===== src/rtl/turfio_cmd_decode.sv =====
// turfio_cmd_decode
//   Decodes the 32-bit CIN command stream (aclk domain) into run-control
//   actions, trigger pulses and register-read requests. Read responses come
//   back two cycles after the request. A watchdog flags a silent link, and
//   saturating 16-bit error counters are available for readback.
//
//   Optional build macro: TURFIO_CMD_PARITY_EN
//     When defined, command_i[29] carries odd parity over the whole word.
//     Failing words are discarded and counted in parity_err_cnt. An all-zero
//     word is idle fill: it skips the check but still feeds the watchdog.
//     When undefined, bit 29 is ignored and address 3 reads zero.
//
// Ports:
//   aclk_i            system clock
//   aclk_rstn_i       asynchronous active-low reset
//   command_i         CIN command word
//   command_valid_i   one-cycle qualifier for command_i
//   link_locked_i     CIN parallelizer lock status
//   run_state_o       1 = RUNNING, 0 = IDLE
//   run_reset_o       one-cycle pulse on RUN_RESET
//   trig_valid_o      one-cycle trigger pulse
//   trig_time_o       trigger time field (held between pulses)
//   trig_num_o        trigger sequence number (held between pulses)
//   response_o        read-response word {addr, data[23:0]}
//   response_valid_o  one-cycle qualifier for response_o
//   link_timeout_o    watchdog expired, sticky until the next valid word
module turfio_cmd_decode #(
  parameter int WATCHDOG_CYCLES = 4096,
  parameter int TRIG_NUM_BITS   = 12
) (
  input  logic                     aclk_i,
  input  logic                     aclk_rstn_i,
  input  logic [31:0]              command_i,
  input  logic                     command_valid_i,
  input  logic                     link_locked_i,
  output logic                     run_state_o,
  output logic                     run_reset_o,
  output logic                     trig_valid_o,
  output logic [14:0]              trig_time_o,
  output logic [TRIG_NUM_BITS-1:0] trig_num_o,
  output logic [31:0]              response_o,
  output logic                     response_valid_o,
  output logic                     link_timeout_o
);

  localparam int WD_W = $clog2(WATCHDOG_CYCLES);

  localparam int CNT_DROP   = 0;
  localparam int CNT_BAD_OP = 1;
`ifdef TURFIO_CMD_PARITY_EN
  localparam int CNT_PARITY = 2;
  localparam int NUM_CNT    = 3;
`else
  localparam int NUM_CNT    = 2;
`endif

  typedef enum logic {
    IDLE    = 1'b0,
    RUNNING = 1'b1
  } run_state_t;

  run_state_t               run_state_reg;
  logic                     link_locked_reg;
  logic                     run_reset_reg;
  logic                     trig_valid_reg;
  logic [14:0]              trig_time_reg;
  logic [TRIG_NUM_BITS-1:0] trig_num_out_reg;
  logic [TRIG_NUM_BITS-1:0] trig_cnt_reg;
  logic                     rd_valid_s1_reg;
  logic [31:0]              rd_word_s1_reg;
  logic                     resp_valid_reg;
  logic [31:0]              resp_reg;
  logic [WD_W-1:0]          wd_cnt_reg;
  logic                     timeout_reg;

  // Command qualification
  logic       cmd_accept;
  logic [1:0] opcode;
  logic       is_ctrl, is_trig, is_rdreq, is_bad_op, is_run_reset;
  logic       lock_fall;

`ifdef TURFIO_CMD_PARITY_EN
  logic cmd_is_fill;
  logic parity_fail;
  assign cmd_is_fill = (command_i == 32'h0);
  assign parity_fail = command_valid_i && !cmd_is_fill && !(^command_i);
  assign cmd_accept  = command_valid_i && !parity_fail;
`else
  logic unused_cmd_bits;
  assign unused_cmd_bits = ^command_i[29:15];
  assign cmd_accept      = command_valid_i;
`endif

  assign opcode       = command_i[31:30];
  assign is_ctrl      = cmd_accept && (opcode == 2'b00);
  assign is_trig      = cmd_accept && (opcode == 2'b01);
  assign is_rdreq     = cmd_accept && (opcode == 2'b10);
  assign is_bad_op    = cmd_accept && (opcode == 2'b11);
  assign is_run_reset = is_ctrl && (command_i[1:0] == 2'd1);
  assign lock_fall    = link_locked_reg && !link_locked_i;

  // Saturating 16-bit error counters
  logic [NUM_CNT-1:0] cnt_inc;
  logic [NUM_CNT-1:0] cnt_clr;
  logic [15:0]        err_cnt [NUM_CNT];

  assign cnt_inc[CNT_DROP]   = is_trig && (run_state_reg == IDLE);
  assign cnt_clr[CNT_DROP]   = is_run_reset;
  assign cnt_inc[CNT_BAD_OP] = is_bad_op;
  assign cnt_clr[CNT_BAD_OP] = 1'b0;
`ifdef TURFIO_CMD_PARITY_EN
  assign cnt_inc[CNT_PARITY] = parity_fail;
  assign cnt_clr[CNT_PARITY] = 1'b0;
`endif

  genvar gi;
  generate
    for (gi = 0; gi < NUM_CNT; gi++) begin : g_err_cnt
      logic [15:0] cnt_reg;
      always_ff @(posedge aclk_i or negedge aclk_rstn_i) begin
        if (!aclk_rstn_i)
          cnt_reg <= '0;
        else if (cnt_clr[gi])
          cnt_reg <= '0;
        else if (cnt_inc[gi] && (cnt_reg != 16'hFFFF))
          cnt_reg <= cnt_reg + 16'd1;
      end
      assign err_cnt[gi] = cnt_reg;
    end
  endgenerate

  // Readback data reflects register state as it stood when the request arrived.
  logic [23:0] rd_data;
  always_comb begin
    rd_data = 24'h0;
    case (command_i[7:0])
      8'd0: rd_data = {{(24-TRIG_NUM_BITS){1'b0}}, trig_cnt_reg};
      8'd1: rd_data = {8'h0, err_cnt[CNT_DROP]};
      8'd2: rd_data = {8'h0, err_cnt[CNT_BAD_OP]};
`ifdef TURFIO_CMD_PARITY_EN
      8'd3: rd_data = {8'h0, err_cnt[CNT_PARITY]};
`endif
      8'd4: rd_data = {22'h0, timeout_reg, run_state_reg == RUNNING};
      default: rd_data = 24'h0;
    endcase
  end

  always_ff @(posedge aclk_i or negedge aclk_rstn_i) begin
    if (!aclk_rstn_i) begin
      run_state_reg    <= IDLE;
      link_locked_reg  <= 1'b0;
      run_reset_reg    <= 1'b0;
      trig_valid_reg   <= 1'b0;
      trig_time_reg    <= '0;
      trig_num_out_reg <= '0;
      trig_cnt_reg     <= '0;
      rd_valid_s1_reg  <= 1'b0;
      rd_word_s1_reg   <= '0;
      resp_valid_reg   <= 1'b0;
      resp_reg         <= '0;
      wd_cnt_reg       <= '0;
      timeout_reg      <= 1'b0;
    end else begin
      link_locked_reg <= link_locked_i;
      run_reset_reg   <= is_run_reset;

      // Triggers: only honoured while RUNNING; the count advances per accepted trigger.
      trig_valid_reg <= 1'b0;
      if (is_trig && (run_state_reg == RUNNING)) begin
        trig_valid_reg   <= 1'b1;
        trig_time_reg    <= command_i[14:0];
        trig_num_out_reg <= trig_cnt_reg;
        trig_cnt_reg     <= trig_cnt_reg + TRIG_NUM_BITS'(1);
      end
      if (is_run_reset)
        trig_cnt_reg <= '0;

      // Run state: the command is decoded first, a lock loss overrides it.
      if (is_ctrl) begin
        case (command_i[1:0])
          2'd1:    run_state_reg <= IDLE;
          2'd2:    run_state_reg <= RUNNING;
          2'd3:    run_state_reg <= IDLE;
          default: ;
        endcase
      end
      if (lock_fall)
        run_state_reg <= IDLE;

      // Two-stage read pipeline, no stall.
      rd_valid_s1_reg <= is_rdreq;
      if (is_rdreq)
        rd_word_s1_reg <= {command_i[7:0], rd_data};
      resp_valid_reg <= rd_valid_s1_reg;
      if (rd_valid_s1_reg)
        resp_reg <= rd_word_s1_reg;

      // Watchdog: holds at the terminal count; unlock clears only the count.
      if (cmd_accept) begin
        wd_cnt_reg  <= '0;
        timeout_reg <= 1'b0;
      end else if (!link_locked_i) begin
        wd_cnt_reg <= '0;
      end else if (wd_cnt_reg == WD_W'(WATCHDOG_CYCLES - 1)) begin
        timeout_reg <= 1'b1;
      end else begin
        wd_cnt_reg <= wd_cnt_reg + WD_W'(1);
      end
    end
  end

  assign run_state_o      = (run_state_reg == RUNNING);
  assign run_reset_o      = run_reset_reg;
  assign trig_valid_o     = trig_valid_reg;
  assign trig_time_o      = trig_time_reg;
  assign trig_num_o       = trig_num_out_reg;
  assign response_o       = resp_reg;
  assign response_valid_o = resp_valid_reg;
  assign link_timeout_o   = timeout_reg;

endmodule


===== config.mk =====
export PLATFORM = sky130hd
export DESIGN_NAME = turfio_cmd_decode
export DESIGN_NICKNAME = d
export VERILOG_FILES = /design/src/rtl/turfio_cmd_decode.sv
export SDC_FILE = /design/constraint.sdc
export NUM_CORES = 1
export LEC_CHECK = 0
export BUFFER_PORTS_ARGS = -buffer_cell sky130_fd_sc_hd__buf_2
export CORE_MARGIN = 4
export CORE_UTILIZATION = 53
export CTS_BUF_LIST = sky130_fd_sc_hd__clkbuf_4
export DETAILED_ROUTE_END_ITERATION = 10
export GPL_TIMING_DRIVEN = 0
export PLACE_DENSITY = 0.86
export SETUP_SLACK_MARGIN = 0.4
export SLEW_MARGIN = 20
export SYNTH_ARGS = -nofsm -noshare
export SYNTH_HDL_FRONTEND = slang
export SYNTH_SLANG_ARGS = --single-unit
export TNS_END_PERCENT = 5

===== constraint.sdc =====
create_clock -name aclk_i -period 2.4 [get_ports aclk_i]
set_clock_uncertainty 0.2 [all_clocks]
set_input_delay 0.48 -clock aclk_i [delete_from_list [all_inputs] [get_ports aclk_i]]
set_output_delay 0.48 -clock aclk_i [all_outputs]
set_load 0.03 [all_outputs]

== Word-level counts from Yosys, hierarchy flattened ==
Index checks and enable logic that the tools add are counted.

* $add $sub $neg: 4
* Equality and inequality tests: 13
* Muxes and demuxes: 15
* Bitwise logic cells: 1
* Reductions and logical operators: 22

{| class="wikitable"
|+ Operators with widths
! kind !! count
|-
| $pmux 16 s4 || 1
|-
| $mux 12 || 5
|-
| $add 16x1->16 const B || 2
|-
| $mux 16 || 2
|-
| $ne 16x16->1 const B || 2
|-
| $add 12x1->12 const B || 2
|-
| $eq 12x12->1 const B || 1
|-
| $logic_and 1x1->1 || 10
|-
| $reduce_bool 2->1 || 5
|-
| $eq 2x2->1 const B || 4
|-
| $eq 8x1->1 const B || 1
|-
| $eq 8x2->1 const B || 1
|-
| $eq 8x3->1 const B || 1
|-
| $logic_not 8->1 || 1
|-
| $mux 1 || 6
|-
| $eq 2x1->1 const B || 2
|-
| $reduce_and 2->1 || 2
|-
| $ne 3x3->1 const B || 1
|-
| $reduce_bool 3->1 || 1
|-
| $logic_not 2->1 || 1
|-
| $pmux 1 s2 || 1
|-
| $reduce_or 2->1 || 1
|-
| $logic_not 1->1 || 1
|-
| $not 1->1 || 1
|}

* Bits in registers: 154
* Input port bits: 36
* Output and inout bits: 64
* Word-level logic and storage cells: 70

== Depth between registers and ports, before layout ==
* Word-level depth: 6
* Depth in mapped cells: 7
* Mapped depth without buffers: 5

== Worst setup path before layout ==
OpenSTA, ideal clock, no wires.

* Path type: in2reg
* Start point: input port command_i[4]
* End point: register rd_word_s1_reg[10]
* Setup time: 0.067 ns
* Arrival: 1.835 ns
* Required time: 2.133 ns
* Path slack: 0.298 ns
* Stages on the path: 4
* Cell sequence: or4_1 -> or3_4 -> a211oi_4 -> a22o_1

* Word-level cells in the longest chain between the ends: 2

{| class="wikitable"
|+ Ends and longest elaborated chain
! what !! line !! source
|-
| start: declaration || 33 || <nowiki>input logic [31:0] command_i,</nowiki>
|-
| $eq 8x3->1 (tied with other cells) || 136 || <nowiki>case (command_i[7:0])</nowiki>
|-
| $pmux 16 s4 (*) || 136 ||
|-
| end signal: assignment || 193 || <nowiki>rd_word_s1_reg <= {command_i[7:0], rd_data};</nowiki>
|-
| end: declaration || 70 || <nowiki>logic [31:0] rd_word_s1_reg;</nowiki>
|}

Every way passes the cells marked *; elsewhere a longest branch is shown, timed or not.
A chain may end at the register's enable or synchronous reset.

== Worst setup path in the final report ==
* Start point: register g_err_cnt[1].cnt_reg[0]
* End point: register g_err_cnt[1].cnt_reg[1]

* Word-level cells in the longest chain between the ends: 2

{| class="wikitable"
|+ Ends and longest elaborated chain
! what !! line !! source
|-
| start: declaration || 119 || <nowiki>logic [15:0] cnt_reg;</nowiki>
|-
| start signal: assignment || 126 || <nowiki>cnt_reg <= cnt_reg + 16'd1;</nowiki>
|-
| branches (longest 2 deep; another with $add 16x1->16) || -- ||
|}

Parallel ways; which one is timed is not known.

==> impl_metrics.json <==
{
  "cts_buffers": 17,
  "cts_max_path_buffers": 2,
  "grt_max_degree": 72,
  "synth.yosys.seq_area_share_pct": 54.2,
  "n_antenna_cell": 0,
  "synth_area_sq_um": 6370,
  "crit_path_cell_trace": "ha_1, and4_1, buf_2, and4_4, a21oi_2, mux2_2",
  "rsz0062_at_grt": "yes",
  "max_slew_margin_pct": 59.5,
  "regToRegSetupSlack_ns": 0.30,
  "grt_pass1_vias": 5187,
  "via_count": 5201,
  "yosysTopAreaCellShare_pct": 54.2,
  "worst_path_max_delay_cell": "dfrtp_1",
  "ir_worst_vdd_mv": 0.274,
  "setup_tns_ns": 0,
  "dr.pass1.iters": 8,
  "synth_compound_area_share_pct": 10.3,
  "cellLeakagePower_nw": 3.83,
  "synth-edff-count": 0,
  "end_kind": "flop",
  "path_class": "flop to flop",
  "synth-main-ff-cell": "dfrtp_1",
  "maxSlewViolCount": 0,
  "clk_pin_slew_ns": 0.12,
  "whs_endpoint": "wd_cnt_reg[7]",
  "antenna_left": 0,
  "power.total_mw": 5.35,
  "hold_viol_final": 0,
  "multi_input_area_sq_um": 2770,
  "cts_tree": "built",
  "yosysUniqueCellTypes": 53,
  "yosys_register_bits": 138,
  "arrival_ns": 2.38,
  "timing.fmax_mhz": 476,
  "htreeDepth": 4,
  "final_area_sq_um": 7640,
  "reg2regPathDepth": 6,
  "avgViaCountPerCell": 5.80,
  "avgSynthCellArea_sq_um": 10.5,
  "crit_fanout": 7,
  "antenna_found_initial": 0,
  "synth_xor_xnor_area_share_pct": 3.44,
  "core_area_sq_um": 11600,
  "syn_inst": 604,
  "synthTopCellsByArea": "dfrtp_1 54%, nand2_1 7.2%, mux2_2 5.8%",
  "synth_top_family_by_area": "simple AND/OR/NAND/NOR gates",
  "r2r_start": "g_err_cnt[1].cnt_reg[0]",
  "synthArstFlopShare_pct": 100,
  "nets": 781,
  "track_usage_pct": 22.9,
  "register_area_sq_um": 3450,
  "routed_wl_um": 15500,
  "drive_above_1_share_pct": 26.0,
  "hold_depth": 4,
  "areaGrowthSynthToFinish_pct": 20.0,
  "synth-warning-count": 0,
  "die-area_sq_um": 13800,
  "status": "finished, final reports clean",
  "min_period_ns": 2.10,
  "critPathTopFamily": "simple AND/OR/NAND/NOR gates",
  "pin_count": 100,
  "worst_pin_slew_ns": 0.608,
  "min-delay-start": "command_valid_i",
  "drv_cap": 0,
  "regToRegEndpoint": "g_err_cnt[1].cnt_reg[1]",
  "fp.dieW_um": 118,
  "post-route-util_pct": 65.8,
  "synth_fa_ha_area_share_pct": 0.786,
  "fill_cells": 875,
  "initial_core_util_pct": 54.9,
  "hpwl_um": 10500,
  "placement.io_buffers": 75,
  "hold_path_class": "input pin to flop",
  "place_area_sq_um": 6990,
  "drt-initial-drc-count": 484,
  "p_per_area_nw_per_um2": 700,
  "setup_viol": 0,
  "crit_buf_inv": 1,
  "cp.required_ns": 2.68,
  "synth-simple-area-share_pct": 18.6,
  "period_share_pct": 87.6,
  "route.detailed.drc": 0,
  "root_buffer": "clkbuf_4",
  "clock_latency_ns": 0.58,
  "cp_slowest_stage_delay_ns": 0.41,
  "synth_top_area_cell": "dfrtp_1",
  "place.gp.congestion": 0.889,
  "cts_num_sinks": 138,
  "synth.area.mux_share_pct": 9.13,
  "grt_pass1_wl_um": 25600,
  "rows": 39,
  "fp.dieH_um": 118,
  "wl_per_cell_um": 17.3,
  "largest_register_ffs": 32,
  "critPathLaunchType": "flop",
  "grt_overflow_total": 0
}
[cell families after synthesis]
| family | after synthesis |
|---|---|
| adders and majority gates | 4 |
| DFF | 138 |
| other | 1 |
| muxes | 54 |
| AOI/OAI and AO/OA | 91 |
| and+or+nand+nor | 242 |
| buffers and inverters | 49 |
| xor gates and xnor gates | 25 |
[cell type report]
| class | instances | share of cell area [%] |
|---|---|---|
| plain buffers | 38 | 2.59 |
| clock buffers | 18 | 1.77 |
| clock inverters | 14 | 1.93 |
| inverters | 11 | 0.573 |
| multi-input cells | 424 | 36.3 |
| flip-flops and latches | 138 | 45.2 |
| well taps | 143 | 2.34 |
| repair buffers | 111 | 9.33 |
[where the power goes]
part | switching [mW] | internal, mW
Sequential | 0.204 | 2.56
Combinational | 0.656 | 0.386
Clock | 0.907 | 0.634
Total | 1.77 | 3.58
[cells in the mapped netlist (8+ instances only)]
cell      count
mux2i_1      21
and3_1        9
buf_4         8
inv_1        11
o21ai_0      23
nand4_1      14
mux2_2       33
nor3_1        8
clkbuf_1     20
a21oi_1      13
or4_1         9
dfrtp_1     138
nor2_1       22
buf_2         8
nand3_1      18
xor2_1       18
nand2_1     122
a22o_1       10
[layer usage]
layer / share of wire (%) / wire length [um] / track usage [%] / up-vias
met4: 2.5 / 387 / 9.67 / 0
met5: 0 / 0 / 0 / -
met1: 40 / 6260 / 28.1 / 2594
met2: 52 / 8060 / 38.4 / 164
li1: - / - / - / 2399
met3: 5.2 / 811 / 6.10 / 44
[tightest hold or removal path: stages]
cell and delay [ns]:
buf_2 0.17, nor2_1 0.10, o311ai_2 0.08, o41ai_1 0.06
[layout by cell type (no fill, tap or decap), types with 4 or more instances in the layout]
master and count:
dfrtp_1 137, nand2_1 122, buf_2 83, mux2_2 33, buf_4 28, o21ai_0 23
nor2_1 21, mux2i_1 21, clkbuf_4 19, clkbuf_1 18, nand3_1 18, xor2_1 18
dlygate4sd3_1 15, nand4_1 14, a21oi_1 12, inv_1 10, a22o_1 10, and3_1 9
or4_1 9, nor3_1 8, conb_1 8, xnor2_1 7, a211oi_1 7, o211ai_1 6
and2_1 6, o31ai_1 6, nor2b_1 5, or3_1 5, and4_1 5, nor4_1 4
a31oi_1 4, a221o_1 4, a2bb2oi_1 4, clkinv_4 4
[worst max path at each step]
stage,cells after the start,slack (ns),from,to
final,6,0.30,g_err_cnt[1].cnt_reg[0],g_err_cnt[1].cnt_reg[1]
after floorplan,4,0.30,command_i[4],rd_word_s1_reg[10]
after global routing,5,0.18,g_err_cnt[1].cnt_reg[11],g_err_cnt[1].cnt_reg[4]
after detailed placement,6,-0.001,command_i[0],rd_word_s1_reg[0]
after CTS,6,0.33,g_err_cnt[1].cnt_reg[0],g_err_cnt[1].cnt_reg[1]
after global placement,1,-1.10,aclk_rstn_i,response_o[14]
[metrics by stage]
| stage | hold WS [ns] | instances | setup WS (ns) |
|---|---|---|---|
| final | 0.140 | 897 | 0.299 |
| after global routing | 0.175 | 897 | 0.177 |
| after CTS | 0.128 | 885 | 0.325 |
| after detailed placement | 0.172 | 830 | -0.00138 |
| after global placement | 0.158 | 829 | -1.10 |
| after floorplan | -0.0156 | 611 | 0.298 |
[what timing repair did]
action,in CTS,in global routing
pin swaps,3,2
resized for setup,14,6
setup endpoints to repair,54,60
hold buffers,15,0
hold endpoints to repair,87,0
buffers inserted,8,12
Power figures use the tool's default switching activity.
